`src/rtl/pipe_hazard_ctrl.sv`:
```
// pipe_hazard_ctrl
//   Hazard and stall controller for a five-stage in-order pipeline.
//   It produces the write enables for the PC and the pipeline registers,
//   the bubble-insertion flushes, the halted flag and a saturating count
//   of stall cycles.
//
// Ports
//   clk, rst             : clock; asynchronous active-low reset
//   ifid_rs/rt/uses_rt   : source registers of the ID instruction
//   ifid_halt            : ID instruction is HLT
//   idex_memread/rd      : EX instruction is a load, and its destination
//   branch_taken         : branch resolved taken in ID
//   imem_busy/dmem_busy  : instruction / data memory access still pending
//   memwb_halt           : HLT has reached WB
//   *_wen, *_flush       : pipeline register write enables and flushes
//   hlt                  : processor halted
//   stall_cnt            : stall cycles since reset (saturating)
//
// state   | meaning
// --------+---------------------------------------------------------------
// RUN     | normal flow; load-use, branch and halt detection active
// DSTALL  | data memory busy, whole pipe frozen
// ISTALL  | instruction fetch busy, bubbles fed into IFID
// DRAIN   | HLT accepted, PC held while older instructions retire
// HALTED  | HLT retired, everything frozen until reset
module pipe_hazard_ctrl #(
    parameter int CNT_W = 16
) (
    input  logic             clk,
    input  logic             rst,
    input  logic [3:0]       ifid_rs,
    input  logic [3:0]       ifid_rt,
    input  logic             ifid_uses_rt,
    input  logic             ifid_halt,
    input  logic             idex_memread,
    input  logic [3:0]       idex_rd,
    input  logic             branch_taken,
    input  logic             imem_busy,
    input  logic             dmem_busy,
    input  logic             memwb_halt,
    output logic             pc_wen,
    output logic             ifid_wen,
    output logic             idex_wen,
    output logic             exmem_wen,
    output logic             memwb_wen,
    output logic             ifid_flush,
    output logic             idex_flush,
    output logic             hlt,
    output logic [CNT_W-1:0] stall_cnt
);

    localparam logic [2:0] S_RUN    = 3'd0;
    localparam logic [2:0] S_DSTALL = 3'd1;
    localparam logic [2:0] S_ISTALL = 3'd2;
    localparam logic [2:0] S_DRAIN  = 3'd3;
    localparam logic [2:0] S_HALTED = 3'd4;

    logic [2:0]       state_q, state_d;
    logic             halt_pend_q, halt_pend_d;
    logic             ld_stall_q, ld_stall_d;
    logic [CNT_W-1:0] cnt_q, cnt_d;
    logic             load_use;

    // After a load-use bubble the IDEX slot holds a NOP, so a hazard seen in
    // the very next cycle can only be stale inputs; it is suppressed so each
    // hazard costs exactly one cycle.
    assign load_use = idex_memread && (idex_rd != 4'd0) && !ld_stall_q &&
                      ((idex_rd == ifid_rs) || (ifid_uses_rt && (idex_rd == ifid_rt)));

    always_comb begin
        pc_wen      = 1'b1;
        ifid_wen    = 1'b1;
        idex_wen    = 1'b1;
        exmem_wen   = 1'b1;
        memwb_wen   = 1'b1;
        ifid_flush  = 1'b0;
        idex_flush  = 1'b0;
        ld_stall_d  = 1'b0;
        state_d     = state_q;

        if (state_q == S_HALTED) begin
            pc_wen    = 1'b0;
            ifid_wen  = 1'b0;
            idex_wen  = 1'b0;
            exmem_wen = 1'b0;
            memwb_wen = 1'b0;
        end else if (dmem_busy) begin
            pc_wen    = 1'b0;
            ifid_wen  = 1'b0;
            idex_wen  = 1'b0;
            exmem_wen = 1'b0;
            memwb_wen = 1'b0;
            state_d   = S_DSTALL;
        end else begin
            if (halt_pend_q) begin
                // Draining (possibly resuming from a data stall): hold PC,
                // keep feeding bubbles, let older stages retire.
                pc_wen     = 1'b0;
                ifid_flush = 1'b1;
                state_d    = S_DRAIN;
            end else if (imem_busy) begin
                // The ID instruction still advances, so an HLT in ID is
                // accepted here as well.
                pc_wen     = 1'b0;
                ifid_flush = 1'b1;
                state_d    = ifid_halt ? S_DRAIN : S_ISTALL;
            end else if (load_use) begin
                pc_wen     = 1'b0;
                ifid_wen   = 1'b0;
                idex_flush = 1'b1;
                ld_stall_d = 1'b1;
                state_d    = S_RUN;
            end else if (ifid_halt) begin
                ifid_flush = 1'b1;
                state_d    = S_DRAIN;
            end else begin
                ifid_flush = branch_taken;
                state_d    = S_RUN;
            end
            if (memwb_halt) begin
                state_d = S_HALTED;
            end
        end

        if (!rst) begin
            pc_wen     = 1'b0;
            ifid_wen   = 1'b0;
            idex_wen   = 1'b0;
            exmem_wen  = 1'b0;
            memwb_wen  = 1'b0;
            ifid_flush = 1'b0;
            idex_flush = 1'b0;
        end
    end

    always_comb begin
        halt_pend_d = halt_pend_q || (state_d == S_DRAIN);
        cnt_d       = cnt_q;
        if (!pc_wen && (state_q != S_HALTED) && (cnt_q != {CNT_W{1'b1}})) begin
            cnt_d = cnt_q + CNT_W'(1);
        end
    end

    always_ff @(posedge clk or negedge rst) begin
        if (!rst) begin
            state_q     <= S_RUN;
            halt_pend_q <= 1'b0;
            ld_stall_q  <= 1'b0;
            cnt_q       <= '0;
        end else begin
            state_q     <= state_d;
            halt_pend_q <= halt_pend_d;
            ld_stall_q  <= ld_stall_d;
            cnt_q       <= cnt_d;
        end
    end

    assign hlt       = (state_q == S_HALTED);
    assign stall_cnt = cnt_q;

endmodule

```
`config.mk`:
```
export PLATFORM = sky130hd
export DESIGN_NAME = pipe_hazard_ctrl
export DESIGN_NICKNAME = d
export VERILOG_FILES = /design/src/rtl/pipe_hazard_ctrl.sv
export SDC_FILE = /design/constraint.sdc
export NUM_CORES = 1
export LEC_CHECK = 0
export ABC_AREA = 0
export CORE_MARGIN = 3
export CORE_UTILIZATION = 30
export DETAILED_ROUTE_END_ITERATION = 6
export PLACE_DENSITY = 0.66
export SLEW_MARGIN = 20
export SYNTH_ARGS = -nofsm -noshare
export SYNTH_HDL_FRONTEND = slang
export SYNTH_SLANG_ARGS = --single-unit
```
`constraint.sdc`:
```
create_clock -name clk -period 1.8 [get_ports clk]
set_input_delay 0.27 -clock clk [delete_from_list [all_inputs] [get_ports clk]]
set_output_delay 0.27 -clock clk [all_outputs]
set_load 0.05 [all_outputs]
```
# Word-level counts from Yosys, hierarchy flattened
# Cells that the tools add are included.
[word_totals]
inputBits = 21
wordCells = 57
regBits = 21
[classes]
n_addsub = 1
reduce_logical = 11
muxes = 35
eq_ne = 6
[op_table]
columns = ["op", "count"]
rows = [
  ["two-way mux 1 bit", 28],
  ["adder 16 x 1 -> 16 bit (second input constant)", 1],
  ["inequality test 16 bit (second input constant)", 1],
  ["two-way mux 3 bit", 3],
  ["== test 4 bit", 2],
  ["two-way mux 2 bit", 4],
  ["logical AND 1 bit", 6],
  ["nonzero test 4 bit", 1],
  ["== test 3 x 2 -> 1 bit (second input constant)", 1],
  ["== test 3 bit (second input constant)", 1],
  ["inequality test 3 bit (second input constant)", 1],
  ["logical NOT 1 bit", 2],
  ["logical OR 1 bit", 2],
]

# Depth between registers and ports, before layout
# Gate-level depths: netlist of the first run.
[logic_depth]
ltp_word = 13
ltp_mapped = 8
mapped_depth_nobuf = 7

# Worst setup path after synthesis of the first run
# No wires, ideal clock.
[synth_path]
path_kind = "input -> output"
start = "input idex_rd[0]"
end = "output ifid_flush"
t_arrival_ps = 2010
setup_slack_ps = -480
path_stages = 5
cell_sequence = "or4_4 nand4_1 o22ai_2 o21bai_1 a21oi_1"
[synth_via]
elab_chain_len = 10
[synth_lines]
columns = ["item", "line", "rtl"]
rows = [
  ["start, declared", "36", "input logic [3:0] idex_rd,"],
  ["== test 4 bit or nonzero test 4 bit (tied branches)", "68, 67", ""],
  ["logical AND 1 bit, on equally long branches", "68, 67", ""],
  ["logical OR 1 bit or logical AND 1 bit (tied branches)", "68, 67", ""],
  ["logical AND 1 bit (*)", "67", "assign load_use = idex_memread && (idex_rd != 4'd0) && !ld_stall_q &&"],
  ["two-way mux 1 bit (*)", "107", "end else if (load_use) begin"],
  ["two-way mux 1 bit (*)", "101", "end else if (imem_busy) begin"],
  ["two-way mux 1 bit (*)", "95", "if (halt_pend_q) begin"],
  ["two-way mux 1 bit (*)", "87", "end else if (dmem_busy) begin"],
  ["two-way mux 1 bit (*)", "81", "if (state_q == S_HALTED) begin"],
  ["two-way mux 1 bit (*)", "125", "if (!rst) begin"],
  ["end, declared", "46", "output logic ifid_flush,"],
]
# Every way passes the cells marked *; elsewhere a longest branch is shown, timed or not.

# Worst setup path after layout of the first run
[layout_path]
start = "input idex_rd[3]"
end = "output ifid_flush"
# The elaborated chain is that of the path after synthesis.

==> results of run 1 <==
-- cell usage after synthesis, types with 2 or more instances --
cell     instances  area share [%]
a21oi_1          3             1.2
nor4_1           3             1.6
inv_1            4             1.2
and3_1           2             1.0
xor2_1          14              10
dfrtp_1         21              43
nand2_1         10             3.1
buf_4            2             1.2
nor2_1          13             4.0
nand4_1          4             2.1
xnor2_1          8             5.8
o21ai_0          2            0.83
nand3_1          8             3.3
nor3_1           6             2.5
-- through the flow --
stage          power (mW)  setup WS (ns)  hold slack [ns]  std cells  area (um2)
6_report             2.08         -0.245            0.498        263        2460
5_1_grt              2.18         -0.319            0.503        263        2460
4_1_cts              2.06         -0.237            0.493        254        2340
3_5_place_dp         1.69         -0.735            0.491        243        2100
3_3_place_gp         1.66         -0.668            0.482        243        2100
2_1_floorplan        1.25         -0.453          -0.0256        121        1330
-- final timing paths --
kind	depth (start not counted)	end	startpoint	slack, ns
worst max register to register	10	stall_cnt[10]	state_q[2]	-0.12
worst min-delay path	2	stall_cnt[10]	rst	0.50
worst max-delay path	8	ifid_flush	idex_rd[3]	-0.25
worst min register to register	1	stall_cnt[3]	stall_cnt[3]	0.50
min in group clk	1	stall_cnt[3]	stall_cnt[3]	0.50
max in group asynchronous	2	stall_cnt[5]	rst	1.07
-- metal layers --
metal | global-route usage (%) | vias to the layer above | part of all wire [%]
met1 | 19.4 | 608 | 38
met3 | 3.19 | 11 | 5.9
met4 | 5.64 | 0 | 3.6
li1 | - | 606 | -
met5 | 0 | - | 0
met2 | 30.3 | 45 | 53
-- logic make-up (layout without fill, tap and decap cells) --
kind of cell | after synthesis | in the layout | synth area share [%]
xor gates and xnor gates | 22 | 22 | 15.9
DFF | 21 | 21 | 43.5
buffers and inverters | 8 | 102 | 3.83
muxes | 2 | 2 | 2.17
adders and majority gates | 1 | 1 | 1.04
and+or+nand+nor | 58 | 58 | 26.7
AOI/OAI and AO/OA | 9 | 9 | 6.83
-- state kept, by name, indices dropped and copies added (netlist names) --
| signal | flops |
|---|---|
| state_q | 3 |
| stall_cnt | 16 |
| ld_stall_q | 1 |
| halt_pend_q | 1 |
-- layout make-up --
cell class                 count  area share, %
timing repair buffer          94           37.9
inverter                       4          0.866
sequential                    21           21.9
tap                           48           2.44
multi-input combinational     92           35.0
clock buffer                   4           1.83
-- what timing repair did --
action | 4_1_cts | 5_1_grt
resized for setup | 61 | 7
cloned | 0 | 1
pin swaps | 22 | 11
endpoints found under the setup margin | 27 | 24
buffers inserted | 8 | 8
-- where the power goes --
part	internal (mW)	switching, mW
Combinational	0.472	0.646
Sequential	0.580	0.0675
Clock	0.158	0.159
Total	1.21	0.872
-- critical path: stages --
cell	delay, ns
buf_8	0.09
or4_4	0.53
nand4_1	0.13
o22ai_4	0.11
buf_6	0.14
o21bai_4	0.16
a21oi_2	0.19
buf_12	0.16
==> results.cfg, run 1 <==
[cts]
htreeDepth = 1
cts_hold_buf = 0
cts_tree = built
clk-insertion-delay-late_ns = 0.27
numCtsBuffers = 3
clk_path_buf_depth = 2
clkTransAtPathRegs_ns = 0.07
cts_root_buf = clkbuf_8
clkSinkCount = 21

[synth]
syn_inst = 121
seq_area_frac_synth_pct = 43.5
yosys_warnings = 0
ys_types = 35
avgSynthCellArea_um2 = 9.99
synth-edff-count = 0
ys_seq_elements = 21
postSynth.asyncResetShare_pct = 100
netlist_area_um2 = 1210
synth_flop_cell = dfrtp_1
synthesis.nets = 143

[layout]
diodes = 0
final_cell_mix = buf_4, xor2_1, buf_6, dfrtp_2
nets = 238
layout_commonest_cell = buf_4
seqCellArea_um2 = 539
syn_to_final_growth_pct = 103
multi_input_area_um2 = 860
fillerInstances = 287
post-route-util_pct = 65.2
drive_gt1_share_pct = 59.1

[sta]
setup_violations = 19
relSlewSlack_pct = 69.5
fin_ws_ns = -0.245
min_period_ns = 2.05
tightest_slew_ns = 0.455
fin_crit_sh_pct = 114
skew_ns = 0.00212
fmax_mhz = 489
finalSetupTns_ns = -2.11
rsz0062_at_grt = true
report.final.hold_viol_count = 0
slew_viol_final = 0

[drt]
routed_wl_um = 4100
wl_per_cell_um = 15.6
ant_nets = 0
drt_iter0_markers = 26
firstDrtPassIters = 4
via_per_inst = 4.83
vias = 1270
drc = 0

[place]
dp_hpwl_um = 2820
place.gp.congestion = 0.952
port_buffers = 44

[floorplan]
num_rows = 22
core-area_um2 = 3770
die_x_um = 69.5
dieArea_um2 = 4830
pin_count = 45
dieHeight_um = 69.5
initial_utilization_pct = 32.1

[worst_setup_path]
critPathLaunchType = input port
critPathRequiredTime_ns = 1.53
crit_path_max_fanout = 4
setup.worst_path.class = input port to output port
worstPathArrival_ns = 1.78
setup.worst_path.end_class = output port

[global_route]
antenna_found_initial = 0
grt_pass1_wl_um = 6510
grtUsageTotal_pct = 16.7
overflow = 0
grt_pass1_vias = 1341
grt_max_degree = 22

[pwr]
ir_worst_vdd_mv = 0.930
power.static_leakage_nw = 1.10
cellPowerDensity_nw_per_um2 = 848

[run_status]
violations = negative setup slack
status = complete, but fails checks

[run]
maxCapViolCount = 0

[min_path]
hp-class = input port to asynchronous set/reset pin
Note: power is estimated with default switching activity, not from simulation.
==> inputs of run 2 (changes only) <==
SKIP_CTS_REPAIR_TIMING = 1   (was not set)
==> results.cfg, run 2 (synthesized netlist as in run 1, its figures left out) <==
[worst_setup_path]
worstPathCellList = buf_8 -> or4_4 -> nand4_1 -> o22ai_4 -> buf_6 -> o21bai_4 -> a21oi_2 -> buf_12
path_depth = 8
cp_top_family = simple AND/OR/NAND/NOR gates
critical_path.startpoint = idex_rd[1]
setup.worst_path.end_class = output port
max_stage_delay_ns = 0.52
critPathLaunchType = input port
regToRegEndpoint = stall_cnt[5]
r2r_start = state_q[1]
reg2regPathDepth = 10
worstPathArrival_ns = 1.80
setup.worst_path.class = input port to output port
critPathRequiredTime_ns = 1.53
crit_path_end = ifid_flush
cp_num_buf_inv = 3
rrSetupSlack_ns = -0.13
crit_path_max_fanout = 4
crit_path_top_delay_cell = or4_4

[sta]
report.final.hold_viol_count = 0
fmax_mhz = 482
fin_crit_sh_pct = 115
skew_ns = 0.00425
fin_ws_ns = -0.273
tightest_slew_ns = 0.470
rsz0062_at_grt = true
slew_viol_final = 0
setup_violations = 20
finalSetupTns_ns = -3.25
relSlewSlack_pct = 68.6
min_period_ns = 2.07

[cts]
clkSinkCount = 21
clkTransAtPathRegs_ns = 0.08
clk_path_buf_depth = 2
clk-insertion-delay-late_ns = 0.26
numCtsBuffers = 3
cts_root_buf = clkbuf_8
cts_tree = built
htreeDepth = 1

[pwr]
internal_power_mw = 1.20
comb_power_share_pct = 53.5
power.static_leakage_nw = 1.10
power.share.switching_pct = 41.9
ir_worst_vdd_mv = 0.883
power_switching_mw = 0.862
power_frac_seq_pct = 31.5
share_clk_of_total_power_pct = 15.0
cellPowerDensity_nw_per_um2 = 864

[floorplan]
pin_count = 45
dieArea_um2 = 4830
num_rows = 22
initial_utilization_pct = 32.1
die_x_um = 69.5
core-area_um2 = 3770
dieHeight_um = 69.5

[drt]
drc = 0
wl_per_cell_um = 15.1
ant_nets = 0
routed_wl_um = 3850
vias = 1224
firstDrtPassIters = 4
drt_iter0_markers = 31
via_per_inst = 4.82

[place]
dp.cells = 243
dp_hpwl_um = 2820
place.gp.congestion = 0.952
port_buffers = 44

[run_status]
status = complete, but fails checks
violations = negative setup slack

[global_route]
met3_usage_pct = 3.04
grt_pass1_wl_um = 6070
grtUsageTotal_pct = 15.4
gr-usage-met1_pct = 18.5
grt_pass1_vias = 1281
met2_usage_pct = 27.3
overflow = 0
antenna_found_initial = 0
grt_max_degree = 22
grt-busiest-layer = met2

[min_path]
hp-class = input port to asynchronous set/reset pin

[layout]
syn_to_final_growth_pct = 97.1
final_cell_mix = buf_4, xor2_1, dfrtp_2, dfrtp_1, buf_12
largest_reg_flops = 16
nets = 229
post-route-util_pct = 63.2
drive_gt1_share_pct = 56.8
layout_commonest_cell = buf_4
stdcell_count = 254
diodes = 0

[run]
maxCapViolCount = 0
[run 2: cell types whose count changed in the layout (fill, tap and decap cells not counted), sizes merged]
cell and delta:
clkbuf +1, dlygate4sd2 -9, clkdlybuf4s50 +1, buf -11, dlymetal6s2s +9
[run 2: routing by layer]
metal / vias to the layer above / wire length, um / share of wire, %
li1: 589 / - / -
met1: 594 / 1560 / 41
met2: 37 / 2050 / 53
met3: 4 / 191 / 5.0
met4: 0 / 42 / 1.1
met5: - / 0 / 0
[run 2: power by group through the flow]
| stage | clock, mW | combinational (mW) | sequential (mW) |
|---|---|---|---|
| after floorplan | 0 | 0.272 | 0.983 |
| after global placement | 0 | 1.01 | 0.650 |
| after detailed placement | 0 | 1.03 | 0.654 |
| after CTS | 0.320 | 1.04 | 0.646 |
| after global routing | 0.339 | 1.16 | 0.660 |
| final | 0.309 | 1.10 | 0.648 |
[run 2: stage by stage]
step                      total power [mW]  hold WS [ns]  cell area (um2)  setup slack, ns
after floorplan                       1.25       -0.0256             1330           -0.453
after global placement                1.66         0.482             2100           -0.668
after detailed placement              1.69         0.491             2100           -0.735
after CTS                             2.00         0.493             2140           -0.661
after global routing                  2.15         0.511             2380           -0.342
final                                 2.06         0.498             2380           -0.273
[run 2: layout make-up]
| cell class | count | area (um2) |
|---|---|---|
| fillers | 286 | 1390 |
| repair buffers | 85 | 865 |
| multi-input cells | 92 | 852 |
| flip-flops and latches | 21 | 539 |
| well taps | 48 | 60.1 |
| clock buffers | 4 | 45.0 |
| inverters | 4 | 21.3 |
[run 2: how the worst min path moves through the flow]
| stage | from | to | slack [ns] | cells past startpoint |
|---|---|---|---|---|
| after floorplan | rst | halt_pend_q | -0.03 | 0 |
| after global placement | stall_cnt[3] | stall_cnt[3] | 0.48 | 1 |
| after detailed placement | stall_cnt[3] | stall_cnt[3] | 0.49 | 1 |
| after CTS | rst | state_q[0] | 0.49 | 2 |
| after global routing | rst | state_q[2] | 0.51 | 2 |
| final | rst | stall_cnt[10] | 0.50 | 2 |
==> inputs of run 3 (changes only) <==
--- a/constraint.sdc
+++ b/constraint.sdc
@@ -3,2 +3,2 @@
 set_output_delay 0.27 -clock clk [all_outputs]
-set_load 0.05 [all_outputs]
+set_load 0.01 [all_outputs]
==> results.cfg, run 3 (synthesized netlist as in run 1, its figures left out) <==
[layout]
stdcell_count = 263
largest_reg_flops = 16
finalInstanceArea_um2 = 2280
drive_gt1_share_pct = 40.9
syn_to_final_growth_pct = 88.5
layout_commonest_cell = buf_4
nets = 238
fillerInstances = 309
final_cell_mix = buf_4, clkdlybuf4s50_1, dfrtp_1, xor2_1, buf_6
diodes = 0

[pwr]
ir_worst_vdd_mv = 0.630
internal_power_mw = 1.19
share_clk_of_total_power_pct = 17.9
cellPowerDensity_nw_per_um2 = 774
total_power_mw = 1.76
power_switching_mw = 0.569
power_frac_seq_pct = 35.3
power.static_leakage_nw = 1.13
power.share.switching_pct = 32.3
comb_power_share_pct = 46.8

[floorplan]
pin_count = 45
die_x_um = 69.5
num_rows = 22
core-area_um2 = 3770
dieArea_um2 = 4830
dieHeight_um = 69.5
initial_utilization_pct = 32.1

[cts]
clkSinkCount = 21
htreeDepth = 1
cts_tree = built
numCtsBuffers = 3
clk-insertion-delay-late_ns = 0.26
clk_path_buf_depth = 2
cts_root_buf = clkbuf_8
clkTransAtPathRegs_ns = 0.08

[run_status]
status = complete, but fails checks
violations = negative setup slack

[worst_setup_path]
r2r_start = state_q[0]
cp_common_cell = buf_6
crit_path_max_fanout = 5
setup.worst_path.end_class = output port
max_stage_delay_ns = 0.47
regToRegEndpoint = stall_cnt[9]
rrSetupSlack_ns = -0.15
crit_path_top_delay_cell = clkdlybuf4s50_1
cp_num_buf_inv = 5
critPathLaunchType = input port
cp_top_family = buffers and inverters
critPathRequiredTime_ns = 1.53
setup.worst_path.class = input port to output port
worstPathArrival_ns = 1.77
worstPathCellList = clkdlybuf4s50_1 -> xnor2_1 -> nand3_1 -> o22ai_4 -> buf_6 -> buf_6 -> buf_6 -> nand2_4 -> nor2_1 -> buf_2
reg2regPathDepth = 10

[sta]
tightest_slew_ns = 0.395
relSlewSlack_pct = 73.5
fin_ws_ns = -0.240
fin_crit_sh_pct = 113
slew_viol_final = 0
setup_violations = 17
report.final.hold_viol_count = 0
hold_ws_ns = 0.456
rsz0062_at_grt = true
min_period_ns = 2.04
fmax_mhz = 490
skew_ns = 0.00219

[min_path]
hp-class = input port to asynchronous set/reset pin

[place]
placed_area_um2 = 1960
place.gp.congestion = 0.944
place_ws_ns = -0.859
dp.cells = 245
dp_hpwl_um = 2510
port_buffers = 44

[drt]
drt_iter0_markers = 28
ant_nets = 0
wl_per_cell_um = 14.4
vias = 1248
drc = 0
firstDrtPassIters = 4
via_per_inst = 4.75
routed_wl_um = 3780

[global_route]
grt_pass1_wl_um = 5670
overflow = 0
grt_max_degree = 22
antenna_found_initial = 0
grtUsageTotal_pct = 14.1
grt_pass1_vias = 1294

[run]
maxCapViolCount = 0
==> run 3: changes by cell type in the layout (fill, tap and decap cells not counted), sizes merged <==
cell and change:
buf -7, clkdlybuf4s50 +16, clkinvlp -1, inv +1
==> run 3: worst max path at each step <==
stage	depth (start not counted)	end	slack, ns	start
6_report	10	idex_flush	-0.24	ifid_rt[2]
3_3_place_gp	7	ifid_flush	-0.85	idex_rd[0]
5_1_grt	9	idex_flush	-0.32	ld_stall_q
2_1_floorplan	7	stall_cnt[7]	-0.12	idex_rd[0]
4_1_cts	7	ifid_flush	-0.88	idex_rd[0]
3_5_place_dp	7	ifid_flush	-0.86	idex_rd[0]
==> run 3: stage by stage <==
stage,utilization [%],TNS [ns]
finish,60.4,-1.65
detailed placement,52.0,-16.80
floorplan,-,-1.26
CTS,53.2,-12.50
global route,60.4,-3.07
global placement,52.0,-16.13
==> run 3: worst register-to-register path, cell delays in order, from the launching register on <==
cell	delay, ns
dfrtp_1	0.37
or3b_4	0.41
inv_4	0.08
nor2_4	0.04
nand2_2	0.09
buf_4	0.13
o41ai_4	0.07
buf_6	0.14
buf_12	0.14
nor4_2	0.23
xor2_1	0.19
==> run 3: final cells by class <==
type | count | area, um2 | area share (%)
clock buffers | 4 | 45.0 | 1.98
repair buffers | 94 | 873 | 38.3
flip-flops and latches | 21 | 526 | 23.1
inverters | 4 | 20.0 | 0.879
multi-input cells | 92 | 754 | 33.1
well taps | 48 | 60.1 | 2.64
==> run 3: per-layer routing <==
metal | track usage, % | routed length, um | up-vias
met2 | 25.4 | 2000 | 42
met1 | 16.7 | 1540 | 592
li1 | - | - | 609
met4 | 4.12 | 36 | 0
met5 | 0 | 0 | -
met3 | 3.19 | 198 | 5
==> run 3: power groups by stage <==
| stage | Combinational, mW | Clock [mW] | Sequential [mW] |
|---|---|---|---|
| after floorplan | 0.213 | 0 | 0.710 |
| after global placement | 0.729 | 0 | 0.623 |
| after detailed placement | 0.752 | 0 | 0.629 |
| after CTS | 0.757 | 0.319 | 0.622 |
| after global routing | 0.891 | 0.340 | 0.634 |
| final | 0.825 | 0.316 | 0.623 |
